===== config.mk =====
export PLATFORM = sky130hd
export DESIGN_NAME = overflow_trap_unit
export DESIGN_NICKNAME = d
export VERILOG_FILES = /design/src/rtl/overflow_trap_unit.sv
export SDC_FILE = /design/constraint.sdc
export NUM_CORES = 1
export LEC_CHECK = 0
export ABC_AREA = 1
export BUFFER_PORTS_ARGS = -buffer_cell sky130_fd_sc_hd__buf_4
export CAP_MARGIN = 20
export CORE_AREA = 2 2 124 126
export CTS_BUF_LIST = sky130_fd_sc_hd__clkbuf_4 sky130_fd_sc_hd__clkbuf_8
export DETAILED_ROUTE_END_ITERATION = 12
export DIE_AREA = 0 0 126 128
export PLACE_DENSITY = 0.71
export SLEW_MARGIN = 25
export SYNTH_ARGS = -nofsm -noshare
export SYNTH_HDL_FRONTEND = slang
export SYNTH_SLANG_ARGS = --single-unit

===== constraint.sdc =====
create_clock -name i_clk -period 7 [get_ports i_clk]
set_clock_uncertainty 0.1 [all_clocks]
set_input_delay 1.4 -clock i_clk [delete_from_list [all_inputs] [get_ports i_clk]]
set_output_delay 1.4 -clock i_clk [all_outputs]
set_load 0.005 [all_outputs]

===== src/rtl/overflow_trap_unit.sv =====
// Registered add/subtract unit with signed-overflow trap, one-deep pending exception and stats.
// Optional saturating trap counter is built when OVF_TRAP_COUNTER_EN is defined.
module overflow_trap_unit #(
    parameter int unsigned WIDTH     = 32,
    parameter int unsigned PC_WIDTH  = 32,
    parameter int unsigned CNT_WIDTH = 8
) (
    input  logic                 i_clk,
    input  logic                 i_reset,
    input  logic                 i_in_valid,
    input  logic [WIDTH-1:0]     i_a,
    input  logic [WIDTH-1:0]     i_b,
    input  logic                 i_sub,
    input  logic                 i_signed_mode,
    input  logic [PC_WIDTH-1:0]  i_pc,
    output logic                 o_result_valid,
    output logic [WIDTH-1:0]     o_result,
    output logic                 o_carry,
    output logic                 o_overflow,
    output logic                 o_commit,
    output logic                 o_exc_req,
    output logic [PC_WIDTH-1:0]  o_exc_pc,
    input  logic                 i_exc_ack,
    output logic                 o_exc_lost,
    input  logic                 i_clr_stats,
    output logic [CNT_WIDTH-1:0] o_ovf_count
);

    typedef enum logic {StIdle, StPending} state_e;

    logic [WIDTH-1:0]    w_b_x;
    logic [WIDTH:0]      w_sum;
    logic [WIDTH-1:0]    w_sum_low;
    logic                w_c_msb;
    logic                w_c_out;
    logic                w_overflow;
    logic                w_carry;
    logic                w_trap;

    logic                r_result_valid;
    logic [WIDTH-1:0]    r_result;
    logic                r_carry;
    logic                r_overflow;
    logic                r_signed;

    state_e              r_state, w_state_d;
    logic [PC_WIDTH-1:0] r_exc_pc, w_exc_pc_d;
    logic                r_exc_lost, w_exc_lost_d;
    logic                w_lost_set;

    // Low sum excludes the MSB so its top bit is the carry into bit WIDTH-1.
    assign w_b_x      = i_b ^ {WIDTH{i_sub}};
    assign w_sum      = {1'b0, i_a} + {1'b0, w_b_x} + (WIDTH+1)'(i_sub);
    assign w_sum_low  = {1'b0, i_a[WIDTH-2:0]} + {1'b0, w_b_x[WIDTH-2:0]} + WIDTH'(i_sub);
    assign w_c_msb    = w_sum_low[WIDTH-1];
    assign w_c_out    = w_sum[WIDTH];
    assign w_overflow = w_c_msb ^ w_c_out;
    assign w_carry    = w_c_out ^ i_sub;
    assign w_trap     = i_in_valid & i_signed_mode & w_overflow;

    always_ff @(posedge i_clk or posedge i_reset) begin
        if (i_reset) begin
            r_result_valid <= 1'b0;
            r_result       <= '0;
            r_carry        <= 1'b0;
            r_overflow     <= 1'b0;
            r_signed       <= 1'b0;
        end else begin
            r_result_valid <= i_in_valid;
            if (i_in_valid) begin
                r_result   <= w_sum[WIDTH-1:0];
                r_carry    <= w_carry;
                r_overflow <= w_overflow;
                r_signed   <= i_signed_mode;
            end
        end
    end

    always_comb begin
        w_state_d  = r_state;
        w_exc_pc_d = r_exc_pc;
        w_lost_set = 1'b0;
        unique case (r_state)
            StIdle: begin
                if (w_trap) begin
                    w_state_d  = StPending;
                    w_exc_pc_d = i_pc;
                end
            end
            StPending: begin
                if (i_exc_ack) begin
                    if (w_trap) begin
                        w_exc_pc_d = i_pc;
                    end else begin
                        w_state_d = StIdle;
                    end
                end else if (w_trap) begin
                    w_lost_set = 1'b1;
                end
            end
            default: w_state_d = StIdle;
        endcase
    end

    // Clear wins over a same-cycle sticky set.
    always_comb begin
        w_exc_lost_d = r_exc_lost;
        if (i_clr_stats) begin
            w_exc_lost_d = 1'b0;
        end else if (w_lost_set) begin
            w_exc_lost_d = 1'b1;
        end
    end

    always_ff @(posedge i_clk or posedge i_reset) begin
        if (i_reset) begin
            r_state    <= StIdle;
            r_exc_pc   <= '0;
            r_exc_lost <= 1'b0;
        end else begin
            r_state    <= w_state_d;
            r_exc_pc   <= w_exc_pc_d;
            r_exc_lost <= w_exc_lost_d;
        end
    end

`ifdef OVF_TRAP_COUNTER_EN
    logic [CNT_WIDTH-1:0] r_cnt, w_cnt_d;

    always_comb begin
        w_cnt_d = r_cnt;
        if (i_clr_stats) begin
            w_cnt_d = w_trap ? CNT_WIDTH'(1) : '0;
        end else if (w_trap && (r_cnt != {CNT_WIDTH{1'b1}})) begin
            w_cnt_d = r_cnt + CNT_WIDTH'(1);
        end
    end

    always_ff @(posedge i_clk or posedge i_reset) begin
        if (i_reset) begin
            r_cnt <= '0;
        end else begin
            r_cnt <= w_cnt_d;
        end
    end

    assign o_ovf_count = r_cnt;
`else
    assign o_ovf_count = '0;
`endif

    assign o_result_valid = r_result_valid;
    assign o_result       = r_result;
    assign o_carry        = r_carry;
    assign o_overflow     = r_overflow;
    assign o_commit       = r_result_valid & ~(r_signed & r_overflow);
    assign o_exc_req      = (r_state == StPending);
    assign o_exc_pc       = r_exc_pc;
    assign o_exc_lost     = r_exc_lost;

endmodule


==> results of run 1 <==
[kinds of logic (layout without fill, tap and decap cells)]
kind of cell	Yosys count	in the layout	synth area share [%]
flops	70	70	34.3
buf+inv	91	251	8.02
compound gates	91	91	9.86
fa+ha+maj	32	32	7.99
xor+xnor	51	51	8.75
simple gates	363	363	31.0
other cells	1	8	0.0735
[metal layers]
| layer | track usage (%) | share of wire [%] |
|---|---|---|
| met5 | 0 | 0 |
| met4 | 4.85 | 1.0 |
| met3 | 3.34 | 7.3 |
| met2 | 29.5 | 45 |
| met1 | 26.5 | 47 |
[synth_stat cells (3+ instances only)]
library cell  instances
dfrtp_1              70
o21bai_1              9
a21oi_1              38
xnor2_1              13
a31oi_1               5
clkbuf_1             15
nand2_2               8
buf_4                12
ha_1                 31
a21o_1                3
nand2_1             223
buf_6                 3
nand4_1              36
o21ai_1               3
o21ai_0              29
nor3_1                9
nor2_1               46
inv_1                55
xor2_1               38
inv_2                 3
nand3_1              28
[flip-flops by register name (all words and copies together) (netlist names)]
name / count
o_exc_pc: 32
o_result: 32
o_carry: 1
o_exc_lost: 1
o_exc_req: 1
o_overflow: 1
o_result_valid: 1
r_signed: 1
[area by class of cell]
type	instances	area (um^2)
Clock buffer	9	124
Clock inverter	7	105
Fill cell	1527	8140
Inverter	60	225
Multi-Input combinational cell	545	2970
Sequential cell	70	1750
Tap cell	188	235
Timing Repair Buffer	175	1310
[worst max path at each step]
stage | start | to | cells past startpoint
after floorplan | i_sub | o_exc_pc[6] | 18
after global placement | i_sub | o_exc_pc[25] | 20
after detailed placement | i_sub | o_exc_pc[10] | 20
after CTS | i_sub | o_exc_pc[22] | 20
after global routing | i_sub | o_exc_pc[22] | 20
final | i_sub | o_exc_pc[22] | 20
[where the power goes]
group | leakage (nW) | internal (mW) | switching, mW | total, mW
combinational | 2.56 | 0.356 | 0.389 | 0.745
clock | 0.112 | 0.206 | 0.172 | 0.378
sequential | 0.860 | 0.537 | 0.0812 | 0.618
total | 3.53 | 1.10 | 0.641 | 1.74
[critical path, delay by kind of cell]
family	cells	cell delay, ns
AND/OR/NAND/NOR	15	1.97
adder cells (fa/ha/maj)	1	0.34
buffers and inverters	4	0.65
==> impl_summary.log, run 1 <==
[metrics] outcome: finished clean
[metrics] Clock Latency Late Sink: 0.35 ns
[metrics] startpoint types: input port
[metrics] commonest register cell after synthesis: dfrtp_1
[metrics] fraction of post-synthesis cell area in the top cell type by area: about a third
[metrics] initial antenna violation count: 0
[metrics] Gate Count Post-Synth: 699
[metrics] count of antenna-violating nets left after detailed routing: 0
[metrics] post-placement cell count: 1038
[metrics] setup fix buffers added after clock tree synthesis: 0
[metrics] vertical die dimension: 128 um
[metrics] area of all placed cells without fillers: 6720 um^2
[metrics] launch instance of the worst register-to-register path: o_exc_req
[metrics] number of global-route vias before repair: about 4800
[metrics] Final setup viols: 0
[metrics] sequential-to-total area share from yosys stat: roughly a third
[metrics] WL per Instance: 14.5 um
[metrics] Vias per Instance: 4.89
[metrics] Synth Area per Inst: 7.30 um^2
[metrics] RePlAce Congestion: 0.924
[metrics] maximum number of pins on one net before global-route repair: 71
[metrics] synthesized flop and latch total: 70
[metrics] maxcap violations: 0
[metrics] wire length of the first global-routing pass: ~24 mm
[metrics] area inside the core boundary: 14900 um^2
[metrics] Tmin final: about 4.3 ns
[metrics] maximum level of the CTS H-tree: 3
[metrics] share of layout cells above drive strength 1: 24.4%
[metrics] critical path's slowest cell: buf_4
[metrics] Critical Path AT: ~4.4 ns
[metrics] most common cell after layout, fill and taps aside: nand2_1
[metrics] most used cell, CP: nand2_1
[metrics] cell type contributing the most total cell area after synthesis: dfrtp_1
[metrics] CP Capture Type: flop
[metrics] Max Freq: 0.234 GHz
[metrics] reported leakage power: 3.53 nW
[metrics] Fin. Hold Viols: 0
[metrics] total die area: between 15000 and 20000 um^2
[metrics] worst-path maximum fanout: 35
[metrics] worst hold path class: reg2reg
[metrics] maximum vdd ir drop: around 0.1 mV
[metrics] wire length reported by the detailed router: 15.2 mm
[metrics] share of the core filled with cells in the final layout: 45.2%
[metrics] least setup slack across all paths after layout: 2.72 ns
[metrics] total clock buffers created by CTS: 9
[metrics] floorplan row count: 45
[metrics] number of synthesis warnings: 0
[metrics] global-route congestion overflow total: 0
[metrics] number of iterations in the first detailed-routing pass: 4
[metrics] data required time of the worst path: 7.13 ns
[metrics] number of vias after detailed routing: 5149
[metrics] Sinks on Clock Net: 70
[metrics] post-placement setup slack: 2.32 ns
[metrics] Clk pin slew, worst setup/hold paths: 0.08 ns
[metrics] synth-to-layout area growth: 31.8%
[metrics] worst hold-check slack: 0.381 ns
[metrics] unrepaired setup endpoints after global routing: false
[metrics] CTS hold repair buffers: 0
[metrics] commonest non-fill, non-tap cells in the layout: nand2_1, buf_4, dfrtp_1
[metrics] cell depth of the worst hold path: 2
[metrics] final total negative setup slack: 0 ns
[metrics] largest cells by area after synthesis: dfrtp_1, nand2_1, ha_1
[metrics] Least-Margin Pin Slew: 0.956 ns
[metrics] worst-path cell chain: buf_4 > inv_2 > nand2_1 > and2_1 > inv_1 > fa_1 > inv_1 > nand2_1 > nand2_1 > nand3b_1 > nand2_1 > nand2_1 > nand2_2 > nand2_1 > nand2_2 > nand3_2 > nand2_4 > nand3_4 > nand2_1 > nand2_1
[metrics] DRC errors left: 0
[metrics] Design Power: 1.74 mW
[metrics] boundary pin count: about 180
[metrics] post-cts sizing count: 0
[metrics] CTS tree: built
[metrics] number of max-slew violations in the final report: 0
[metrics] floorplan die width: 126 um
[metrics] worst reg2reg path endpoint: o_exc_pc[22]
[metrics] Worst slew margin: a little over a third
[metrics] Initial Util: 34.3%
[metrics] Worst Hold End: o_exc_pc[7]
[metrics] quantity of I/O buffers inserted on ports: 172
[metrics] reg2reg setup slack: 5.26 ns
[metrics] final critical-path share of the clock period: 61.2%
[metrics] deepest clock path buffer count: 2
[metrics] worst stage delay on the critical path: approximately 0.44 ns
[metrics] antenna diode count: 0
[metrics] combined area of all synthesized cells: 5100 um^2
[metrics] power density relative to cell area: 259 nW/um^2
[metrics] number of distinct standard cells referenced by the synthesized netlist: 37
[metrics] clock tree root driver cell: clkbuf_8
[metrics] HPWL after detailed placement: 12.1 mm
[metrics] number of enable flip-flop cells after synthesis: 0
[metrics] placed inst area: 6490 um^2
[metrics] Cell Count, Final, Fillers Out: roughly 1100
[metrics] class of the most critical setup path: in2reg
[metrics] overall fraction of global-route tracks in use: 18.7%
[metrics] Starting DRT DRC Count: 371
[metrics] FF-to-FF path depth: 7
[metrics] post-synthesis async set-or-reset flop share: 100%
[metrics] hold path start: o_exc_pc[7]
[metrics] net count of the finished layout: 996
(Power assumes the default switching activity.)
==> inputs of run 2 (changes only) <==
==> constraint.sdc (replaced) <==
create_clock -name i_clk -period 4.08 [get_ports i_clk]
set_clock_uncertainty 0.1 [all_clocks]
set_input_delay 0.816 -clock i_clk [delete_from_list [all_inputs] [get_ports i_clk]]
set_output_delay 0.816 -clock i_clk [all_outputs]
set_load 0.005 [all_outputs]
==> impl_summary.log, run 2 (synthesized netlist as in run 1, its figures left out) <==
[metrics] synth-to-layout area growth: 31.5%
[metrics] Critical Path AT: 3.60 ns
[metrics] class of the most critical setup path: in2reg
[metrics] CP Capture Type: flop
[metrics] count of antenna-violating nets left after detailed routing: 0
[metrics] initial antenna violation count: 0
[metrics] Starting DRT DRC Count: 306
[metrics] most used cell, CP: nand2_1
[metrics] number of max-slew violations in the final report: 0
[metrics] placed inst area: 6520 um^2
[metrics] data required time of the worst path: 4.21 ns
[metrics] maxcap violations: 0
[metrics] total die area: 16100 um^2
[metrics] CTS hold repair buffers: 0
[metrics] post-cts sizing count: 0
[metrics] Sinks on Clock Net: 70
[metrics] HPWL after detailed placement: around 12 mm
[metrics] Cell Count, Final, Fillers Out: 1058
[metrics] final critical-path share of the clock period: between 80% and 90%
[metrics] global-route congestion overflow total: 0
[metrics] Tmin final: 3.47 ns
[metrics] Layout fillers: approximately 1500
[metrics] Worst slew margin: 42.6%
[metrics] deepest clock path buffer count: 2
[metrics] Clk pin slew, worst setup/hold paths: 0.09 ns
[metrics] maximum level of the CTS H-tree: 3
[metrics] unrepaired setup endpoints after global routing: false
[metrics] floorplan die width: 126 um
[metrics] least setup slack across all paths after layout: 0.610 ns
[metrics] Clock Latency Late Sink: roughly 0.35 ns
[metrics] DRC errors left: 0
[metrics] power density relative to cell area: 429 nW/um^2
[metrics] Least-Margin Pin Slew: 0.860 ns
[metrics] net count of the finished layout: 1000
[metrics] post-placement cell count: about 1000
[metrics] most common cell after layout, fill and taps aside: nand2_1
[metrics] antenna diode count: 0
[metrics] Initial Util: 34.3%
[metrics] critical path's slowest cell: buf_4
[metrics] commonest non-fill, non-tap cells in the layout: nand2_1, buf_4, dfrtp_1
[metrics] number of global-route vias before repair: 4898
[metrics] worst hold path class: reg2reg
[metrics] worst-path maximum fanout: 32
[metrics] Design Power: about 2.9 mW
[metrics] wire length of the first global-routing pass: 24.2 mm
[metrics] CP bufs+invs: 2
[metrics] RePlAce Congestion: 0.978
[metrics] area inside the core boundary: 14900 um^2
[metrics] number of vias after detailed routing: 5152
[metrics] vertical die dimension: about 130 um
[metrics] reported leakage power: 3.53 nW
[metrics] WL per Instance: roughly 14 um
[metrics] quantity of I/O buffers inserted on ports: 172
[metrics] family with the most delay on the worst path: simple AND/OR/NAND/NOR gates
[metrics] maximum number of pins on one net before global-route repair: 52
[metrics] area of all placed cells without fillers: 6710 um^2
[metrics] floorplan row count: 45
[metrics] total clock buffers created by CTS: 9
[metrics] worst-path cell chain: buf_4 > buf_4 > xor2_1 > ha_1 > a21oi_1 > o21ai_1 > nand2_1 > nand2_1 > a21oi_1 > nand3_2 > nand2_4 > nand3_4 > nand2_1 > nand2_1
[metrics] Vias per Instance: 4.87
[metrics] Fin. Hold Viols: 0
[metrics] share of layout cells above drive strength 1: 24.8%
[metrics] clock tree root driver cell: clkbuf_8
[metrics] post-placement setup slack: 0.263 ns
[metrics] boundary pin count: between 150 and 200
[metrics] overall fraction of global-route tracks in use: between 10% and 20%
[metrics] worst stage delay on the critical path: 0.35 ns
[metrics] Final setup viols: 0
[metrics] final total negative setup slack: 0 ns
[metrics] startpoint types: input port
[metrics] outcome: finished clean
[metrics] number of iterations in the first detailed-routing pass: 5
[metrics] Max Freq: 0.288 GHz
[metrics] setup fix buffers added after clock tree synthesis: 0
[metrics] wire length reported by the detailed router: 15.2 mm
[metrics] CTS tree: built
[metrics] maximum vdd ir drop: approximately 0.16 mV
[run 2: worst register-to-register path: stages (launching register included)]
cell	delay, ns
dfrtp_1	0.36
inv_1	0.05
nor2_1	0.14
clkinv_1	0.44
nand3_4	0.50
nand2_1	0.10
nand2_1	0.08
[run 2: layer usage]
layer	vias to the layer above	routed length, um	global-route usage [%]
met3	20	1160	4.09
li1	2612	-	-
met4	0	307	5.88
met1	2309	6960	26.1
met2	211	6740	28.8
met5	-	0	0
[run 2: worst paths after layout]
kind / slack, ns / to / cells past startpoint / start
max in group asynchronous: 2.64 / o_exc_pc[13] / 3 / i_reset
setup / recovery: 0.61 / o_exc_pc[3] / 14 / i_sub
min in group asynchronous: 0.52 / o_result[6] / 2 / i_reset
hold reg to reg: 0.38 / r_signed / 2 / r_signed
setup reg to reg: 2.25 / o_exc_pc[3] / 6 / o_exc_req
hold / removal: 0.38 / r_signed / 2 / r_signed
[run 2: final cells by class]
cell class                 instances  area (um^2)  share of cell area (%)
clock buffer                       9          124                    1.85
timing repair buffer             179         1340                    20.0
multi-input combinational        545         2970                    44.2
clock inverter                     7         61.3                   0.914
sequential                        70         1750                    26.1
tap                              188          235                    3.51
inverter                          60          226                    3.37
[run 2: power by group]
group / switching (mW) / internal (mW) / total [mW]
Clock: 0.307 / 0.232 / 0.540
Combinational: 0.660 / 0.617 / 1.28
Sequential: 0.140 / 0.921 / 1.06
[run 2: stage by stage]
stage	hold slack [ns]	util, %
after floorplan	0.336	-
after global placement	0.353	43.9
after detailed placement	0.362	43.9
after CTS	0.383	45.1
after global routing	0.401	45.1
final	0.376	45.1
